$ cat src/rtl/c3_pkg.sv
// Shared constants for the C3 partial-sum accumulator slice.
package c3_pkg;
  localparam int C3_PSUM_W    = 32;
  localparam int C3_OFM_W     = 8;
  localparam int C3_BIAS_W    = 16;
  localparam int C3_OFM_MAX   = 255;
  localparam int C3_NUM_IN_CH = 6;
  localparam int C3_SHIFT     = 8;
  localparam int C3_ACC_W     = 36;
  localparam int C3_NUM_PIX   = 2;

  // Channel counter width; never collapses to zero bits for a single-channel build.
  function automatic int cnt_w(int n);
    return (n > 1) ? $clog2(n) : 1;
  endfunction
endpackage

$ cat src/rtl/c3_psum_accumulator_if.sv
// Partial-sum in / feature-map out bundle between the C3 PU, accumulator and S4.
interface c3_psum_accumulator_if import c3_pkg::*; #(
  parameter int NUM_IN_CH = C3_NUM_IN_CH
);
  localparam int CNT_W = cnt_w(NUM_IN_CH);

  logic                        c3_part_valid;
  logic signed [C3_PSUM_W-1:0] c3_part_0;
  logic signed [C3_PSUM_W-1:0] c3_part_1;
  logic signed [C3_BIAS_W-1:0] c3_bias;
  logic                        acc_clear;
  logic                        c3_ofm_valid;
  logic [C3_OFM_W-1:0]         c3_ofm_0;
  logic [C3_OFM_W-1:0]         c3_ofm_1;
  logic [CNT_W-1:0]            ch_cnt;

  modport master (
    output c3_part_valid, c3_part_0, c3_part_1, c3_bias, acc_clear,
    input  c3_ofm_valid, c3_ofm_0, c3_ofm_1, ch_cnt
  );

  modport slave (
    input  c3_part_valid, c3_part_0, c3_part_1, c3_bias, acc_clear,
    output c3_ofm_valid, c3_ofm_0, c3_ofm_1, ch_cnt
  );
endinterface

$ cat src/rtl/c3_requant.sv
// Single-pixel requantiser: round-half-up, arithmetic shift, ReLU, clamp, register.
module c3_requant import c3_pkg::*; #(
  parameter int ACC_W = C3_ACC_W,
  parameter int SHIFT = C3_SHIFT
) (
  input  logic                    clk,
  input  logic                    rst,
  input  logic                    en,
  input  logic signed [ACC_W-1:0] fin,
  output logic [C3_OFM_W-1:0]     ofm
);
  localparam logic signed [ACC_W-1:0] RND     = ACC_W'(64'd1 << (SHIFT-1));
  localparam logic signed [ACC_W-1:0] OFM_MAX = ACC_W'(C3_OFM_MAX);

  logic signed [ACC_W-1:0] rnd_sum;
  logic signed [ACC_W-1:0] r;
  logic [C3_OFM_W-1:0]     sat;

  // Round towards +inf then shift; negative results go to 0, large ones pin at 255.
  always_comb begin
    rnd_sum = fin + RND;
    r       = rnd_sum >>> SHIFT;
    sat     = r[C3_OFM_W-1:0];
    if (r[ACC_W-1])        sat = '0;
    else if (r > OFM_MAX)  sat = C3_OFM_W'(C3_OFM_MAX);
  end

  // Output holds its last value between result strobes.
  always_ff @(posedge clk or posedge rst) begin
    if (rst)     ofm <= '0;
    else if (en) ofm <= sat;
  end
endmodule

$ cat src/rtl/c3_psum_accumulator.sv
// Sums NUM_IN_CH per-channel partials for a pixel pair, adds bias, requantises to u8.
module c3_psum_accumulator import c3_pkg::*; #(
  parameter int NUM_IN_CH = C3_NUM_IN_CH,
  parameter int ACC_W     = C3_ACC_W,
  parameter int SHIFT     = C3_SHIFT
) (
  input logic                   clk,
  input logic                   rst,
  c3_psum_accumulator_if.slave  bus
);
  localparam int CNT_W   = cnt_w(NUM_IN_CH);
  localparam int NUM_PIX = C3_NUM_PIX;
  localparam int STAGES  = 2;
  localparam logic [CNT_W-1:0] LAST_CH = CNT_W'(NUM_IN_CH-1);

  logic [NUM_PIX-1:0][C3_PSUM_W-1:0] part;
  logic [NUM_PIX-1:0][C3_OFM_W-1:0]  ofm;
  logic [CNT_W-1:0]                  cnt;
  logic [STAGES:1]                   vld_pipe;
  logic                              last;
  logic signed [ACC_W-1:0]           bias_ext;

  assign part[0]  = bus.c3_part_0;
  assign part[1]  = bus.c3_part_1;
  assign bias_ext = {{(ACC_W-C3_BIAS_W){bus.c3_bias[C3_BIAS_W-1]}}, bus.c3_bias};

  // A clear restarts the group, so the concurrent partial is channel 0 of a new one.
  assign last = bus.c3_part_valid &&
                (bus.acc_clear ? (NUM_IN_CH == 1) : (cnt == LAST_CH));

  // Channel counter: wraps on the last partial, restarts at 1 on clear-with-partial.
  always_ff @(posedge clk or posedge rst) begin
    if (rst)                    cnt <= '0;
    else if (last)              cnt <= '0;
    else if (bus.c3_part_valid) cnt <= bus.acc_clear ? CNT_W'(1) : cnt + CNT_W'(1);
    else if (bus.acc_clear)     cnt <= '0;
  end

  // Stage valids: [1] = fin registered, [STAGES] = requantised output registered.
  always_ff @(posedge clk or posedge rst) begin
    if (rst) vld_pipe <= '0;
    else     vld_pipe <= {vld_pipe[STAGES-1:1], last};
  end

  for (genvar g = 0; g < NUM_PIX; g++) begin : g_pix
    logic signed [ACC_W-1:0] part_ext;
    logic signed [ACC_W-1:0] base;
    logic signed [ACC_W-1:0] sum;
    logic signed [ACC_W-1:0] acc_q;
    logic signed [ACC_W-1:0] fin_q;

    assign part_ext = {{(ACC_W-C3_PSUM_W){part[g][C3_PSUM_W-1]}}, part[g]};
    assign base     = bus.acc_clear ? '0 : acc_q;
    assign sum      = base + part_ext;

    // Stage A: accumulate; the last partial folds in the bias and hands off to stage B.
    always_ff @(posedge clk or posedge rst) begin
      if (rst) begin
        acc_q <= '0;
        fin_q <= '0;
      end else if (last) begin
        fin_q <= sum + bias_ext;
        acc_q <= '0;
      end else if (bus.c3_part_valid) begin
        acc_q <= sum;
      end else if (bus.acc_clear) begin
        acc_q <= '0;
      end
    end

    c3_requant #(.ACC_W(ACC_W), .SHIFT(SHIFT)) u_rq (
      .clk (clk),
      .rst (rst),
      .en  (vld_pipe[1]),
      .fin (fin_q),
      .ofm (ofm[g])
    );
  end

  assign bus.c3_ofm_valid = vld_pipe[STAGES];
  assign bus.c3_ofm_0     = ofm[0];
  assign bus.c3_ofm_1     = ofm[1];
  assign bus.ch_cnt       = cnt;
endmodule

$ cat src/flat_wrapper.sv
// flat-port wrapper written by rule: the top's interface ports become plain ports
module c3_psum_accumulator_flat import c3_pkg::*;
#(
  parameter int NUM_IN_CH = C3_NUM_IN_CH,
  parameter int ACC_W     = C3_ACC_W,
  parameter int SHIFT     = C3_SHIFT
)
  (clk, rst, bus_c3_part_valid, bus_c3_part_0, bus_c3_part_1, bus_c3_bias, bus_acc_clear, bus_c3_ofm_valid, bus_c3_ofm_0, bus_c3_ofm_1, bus_ch_cnt);
  c3_psum_accumulator_if #(.NUM_IN_CH(NUM_IN_CH)) bus_i ();
  input logic clk;
  input logic rst;
  input wire logic [$bits(bus_i.c3_part_valid)-1:0] bus_c3_part_valid;
  input wire logic [$bits(bus_i.c3_part_0)-1:0] bus_c3_part_0;
  input wire logic [$bits(bus_i.c3_part_1)-1:0] bus_c3_part_1;
  input wire logic [$bits(bus_i.c3_bias)-1:0] bus_c3_bias;
  input wire logic [$bits(bus_i.acc_clear)-1:0] bus_acc_clear;
  output wire logic [$bits(bus_i.c3_ofm_valid)-1:0] bus_c3_ofm_valid;
  output wire logic [$bits(bus_i.c3_ofm_0)-1:0] bus_c3_ofm_0;
  output wire logic [$bits(bus_i.c3_ofm_1)-1:0] bus_c3_ofm_1;
  output wire logic [$bits(bus_i.ch_cnt)-1:0] bus_ch_cnt;
  assign bus_i.c3_part_valid = bus_c3_part_valid;
  assign bus_i.c3_part_0 = bus_c3_part_0;
  assign bus_i.c3_part_1 = bus_c3_part_1;
  assign bus_i.c3_bias = bus_c3_bias;
  assign bus_i.acc_clear = bus_acc_clear;
  assign bus_c3_ofm_valid = bus_i.c3_ofm_valid;
  assign bus_c3_ofm_0 = bus_i.c3_ofm_0;
  assign bus_c3_ofm_1 = bus_i.c3_ofm_1;
  assign bus_ch_cnt = bus_i.ch_cnt;
  c3_psum_accumulator #(.NUM_IN_CH(NUM_IN_CH), .ACC_W(ACC_W), .SHIFT(SHIFT)) u_core (.clk(clk), .rst(rst), .bus(bus_i));
endmodule
$ cat config.mk
export PLATFORM = sky130hd
export DESIGN_NAME = c3_psum_accumulator_flat
export DESIGN_NICKNAME = d
export VERILOG_FILES = /design/src/rtl/c3_pkg.sv /design/src/rtl/c3_psum_accumulator_if.sv /design/src/rtl/c3_requant.sv /design/src/rtl/c3_psum_accumulator.sv /design/src/flat_wrapper.sv
export SDC_FILE = /design/constraint.sdc
export NUM_CORES = 1
export LEC_CHECK = 0
export ABC_AREA = 1
export CELL_PAD_IN_SITES_DETAIL_PLACEMENT = 0
export CELL_PAD_IN_SITES_GLOBAL_PLACEMENT = 1
export CORE_ASPECT_RATIO = 1.75
export CORE_UTILIZATION = 39
export DETAILED_ROUTE_END_ITERATION = 10
export PLACE_DENSITY = 0.84
export SETUP_SLACK_MARGIN = 0.3
export SYNTH_ARGS = -nofsm -noshare
export SYNTH_HDL_FRONTEND = slang
export SYNTH_SLANG_ARGS = --single-unit
export TNS_END_PERCENT = 20
$ cat constraint.sdc
create_clock -name clk -period 12.5 [get_ports clk]
set_clock_uncertainty 0.2 [all_clocks]
set_input_delay 2.5 -clock clk [delete_from_list [all_inputs] [get_ports clk]]
set_output_delay 2.5 -clock clk [all_outputs]
set_load 0.005 [all_outputs]
==> out/results.ini <==
[critical_path]
r2r_end=u_core.g_pix[1].fin_q[30]$_DFFE_PP0P_
worstSetupEndpointType=flop
crit_fanout=59
r2r_cells=25
endpoint=u_core.g_pix[1].fin_q[30]$_DFFE_PP0P_
timing.critical_path.from=bus_acc_clear
crit_arrival_ps=8100
startpoint_type=primary input
crit_required_ps=12690
path_class=in -> reg
crit-reg2reg-launch=u_core.g_pix[1].acc_q[0]$_DFF_PP0_
reg2reg_setup_slack_ps=7070

[drt]
detailroute.via_count=18100
drt_pre_antenna_iters=5
drc=0
finalWirelength_microns=62900
drt-initial-drc-count=1108
routed_via_density=5.38
final_antenna_net_count=0
avgRoutedWirePerCell_microns=18.6

[global_route]
grt_max_degree=82
grt_usage_pct=29.4
grt_first_pass_wirelength_microns=96800
grt_pass1_vias=18100
grt_antenna_before_repair=0
globalRoute.totalOverflow=0

[floorplanning]
core_region_area_sq_mm=0.0420
io_pins=104
placement_rows=99
die_h_microns=276
chipWidth_microns=158
initial_utilization_pct=39.7
die_area_sq_mm=0.0437

[clocking]
clock_tree.buffer_depth=2
post_cts_resized=0
post_cts_buffers=0
cts_made_buffers=17
cts_tree=built
path_clk_slew_ps=70
cts_root_buf=clkbuf_16
clkSinkCount=151
post_cts_hold_buffer_count=0
worstSkewPairLatency_ps=460
cts_max_level=4

[layout]
final_cell_mix=nand2_1 (648), inv_1 (403), nor2_1 (393), a21oi_1 (190), o21ai_0 (177)
layout.area.seq_sq_mm=0.00378
final.fill_count=4552
area_of_the_multi_input_gates_sq_mm=0.0112
ratio_of_cells_with_drive_above_1_in_the_final_layout_pct=3.93
mostFrequentLayoutCell=nand2_1
areaGrowthSynthToFinish_pct=12.7
diodes=0
stdcell_area_sq_mm=0.0188
nets=3016

[synthesis]
synth.lib_cells_used.distinct=55
syn_area_sq_mm=0.0167
area_fraction_in_compound_gates_after_synthesis_pct=17.4
ys_dominant_reg_cell=dfrtp_1
synthesized_nets=2933
sequential_area_share_after_synthesis_pct=22.6
largest_family_of_logic_cells_by_synthesized_area=simple AND/OR/NAND/NOR gates
yosysWarningCount=0
synth-seq-cells=151
post_synth_mux_area_share_pct=0
async_flop_share_pct=100
syn-mean-instance-area_sq_um=6.12
post_synth_inst_count=2725
synth_simple_gate_area_share_pct=33.7
xor_xnor_fraction_of_synth_area_pct=6.35
synth_fa_ha_area_share_pct=9.39
synth-edff-count=0

[hold_path]
hold_class=reg -> reg
timing.hold.worst_path_depth=0

[timing]
tns_ps=0
grt_setup_unrepaired=no
max_slew.worst_pin.slew_ps=1010
layout_min_cycle_time_ps=7910
timing.final.hold_violations=0
timing.final.ws_setup_ps=4590
fmax_ghz=0.126
period_share_pct=63.3
timing.max_slew.rel_slack_pct=32.8
finalSetupViolCount=0
drv_slew=0

[power_and_ir_drop]
vdd_ir_drop_max_v=0.0000949
pwr_density_cell_mw_per_mm2=141
static-leakage-power_nw=9.37

[placement]
final_replace_weighted_congestion=0.986
numPortBuffers=103
placement.setup.worst_slack_ps=4290
dpl_cell_area_sq_mm=0.0183
hpwlAfterDp_microns=51600

[run_status]
outcome=finished clean

[job]
maxcap_viol_count=0

cell usage after synthesis (3+ instances only):
cell type | n | area (sq um)
nand2_1 | 648 | 2430
inv_1 | 405 | 1520
nor2_1 | 393 | 1480
a21oi_1 | 190 | 951
o21ai_0 | 177 | 886
dfrtp_1 | 151 | 3780
nand3_1 | 135 | 676
ha_1 | 122 | 1530
xor2_1 | 87 | 762
nor3_1 | 75 | 375
clkbuf_1 | 40 | 150
xnor2_1 | 34 | 298
o21ai_1 | 33 | 165
a31oi_1 | 32 | 200
nand4_1 | 27 | 169
nand2_2 | 18 | 113
or2_2 | 18 | 113
a21o_1 | 17 | 128
o21bai_1 | 14 | 105
nor4_1 | 11 | 68.8
o21a_1 | 10 | 75.1
o211ai_1 | 8 | 60.1
a221oi_1 | 6 | 52.6
o21ai_2 | 6 | 52.6
inv_2 | 5 | 18.8
nand3_2 | 5 | 50.1
o221ai_1 | 5 | 43.8
a211oi_1 | 4 | 30.0
nor2_2 | 4 | 25.0
a21boi_0 | 3 | 22.5
a21oi_2 | 3 | 26.3
buf_1 | 3 | 11.3
buf_6 | 3 | 33.8
nand3b_1 | 3 | 22.5
nor2_4 | 3 | 33.8
nor3_2 | 3 | 30.0
o2111ai_1 | 3 | 26.3
critical path, cell delays in order:
cell and delay [ps]:
buf_2 80, buf_4 610, inv_4 380, nand2_2 220, inv_2 50, nand2_1 100
nand2_1 70, nor2_1 150, nand2_1 160, o21ai_2 400, a21oi_2 180, o21bai_1 190
or2_1 140, nand2_1 80, ha_1 370, nand2_1 120, nor2_1 180, nand2_1 110
nor4_1 720, a21oi_1 230, o21ai_0 470, a21oi_1 210, xnor2_1 210, nand2_1 70
nand2_1 80
cell type report:
class | count | area share, %
timing repair buffer | 111 | 5.72
inverter | 412 | 8.26
clock buffer | 20 | 2.38
clock inverter | 12 | 0.486
sequential | 151 | 20.1
multi-input combinational | 2115 | 59.4
tap | 555 | 3.69
cells by family after synthesis:
| family | after synthesis |
|---|---|
| compound gates | 521 |
| fa+ha+maj | 124 |
| simple gates | 1349 |
| buf+inv | 459 |
| flops | 151 |
| xor+xnor | 121 |
state kept, by name, summed over array words and instances, names as in the netlist:
register,cells
u_core.g_pix.fin_q,58
u_core.g_pix.acc_q,72
u_core.vld_pipe,2
u_core.bus.ch_cnt,3
u_core.g_pix.u_rq.ofm,16
power breakdown:
group / internal [mW] / switching [mW] / leakage [nW] / total [mW]
sequential: 0.585 / 0.0908 / 1.86 / 0.676
combinational: 0.502 / 0.968 / 7.25 / 1.47
clock: 0.262 / 0.246 / 0.256 / 0.508
stage by stage:
stage | power, mW | hold WS [ps] | cells | util, %
6_report | 2.65 | 227 | 3376 | 44.8
3_5_place_dp | 2.14 | 233 | 3344 | 43.5
3_3_place_gp | 2.13 | 231 | 3344 | 43.5
5_1_grt | 2.85 | 259 | 3376 | 44.8
2_1_floorplan | 1.65 | 174 | 2725 | -
4_1_cts | 2.66 | 245 | 3376 | 44.8
how the worst min path moves through the flow:
stage,start,to,slack (ps)
finish,u_core.vld_pipe[1]$_DFF_PP0_,u_core.vld_pipe[2]$_DFF_PP0_,230
global route,u_core.vld_pipe[1]$_DFF_PP0_,u_core.vld_pipe[2]$_DFF_PP0_,260
CTS,u_core.vld_pipe[1]$_DFF_PP0_,u_core.vld_pipe[2]$_DFF_PP0_,240
detailed placement,u_core.vld_pipe[1]$_DFF_PP0_,u_core.vld_pipe[2]$_DFF_PP0_,230
global placement,u_core.vld_pipe[1]$_DFF_PP0_,u_core.vld_pipe[2]$_DFF_PP0_,230
floorplan,u_core.vld_pipe[1]$_DFF_PP0_,u_core.vld_pipe[2]$_DFF_PP0_,170
layer usage:
layer,up-vias,share of wire [%],global-route usage [%]
li1,9028,-,-
met5,-,0,0
met2,551,53,56.3
met3,176,3.4,2.86
met1,8392,37,30.3
met4,0,5.9,17.1
Power figures use the tool's default switching activity.
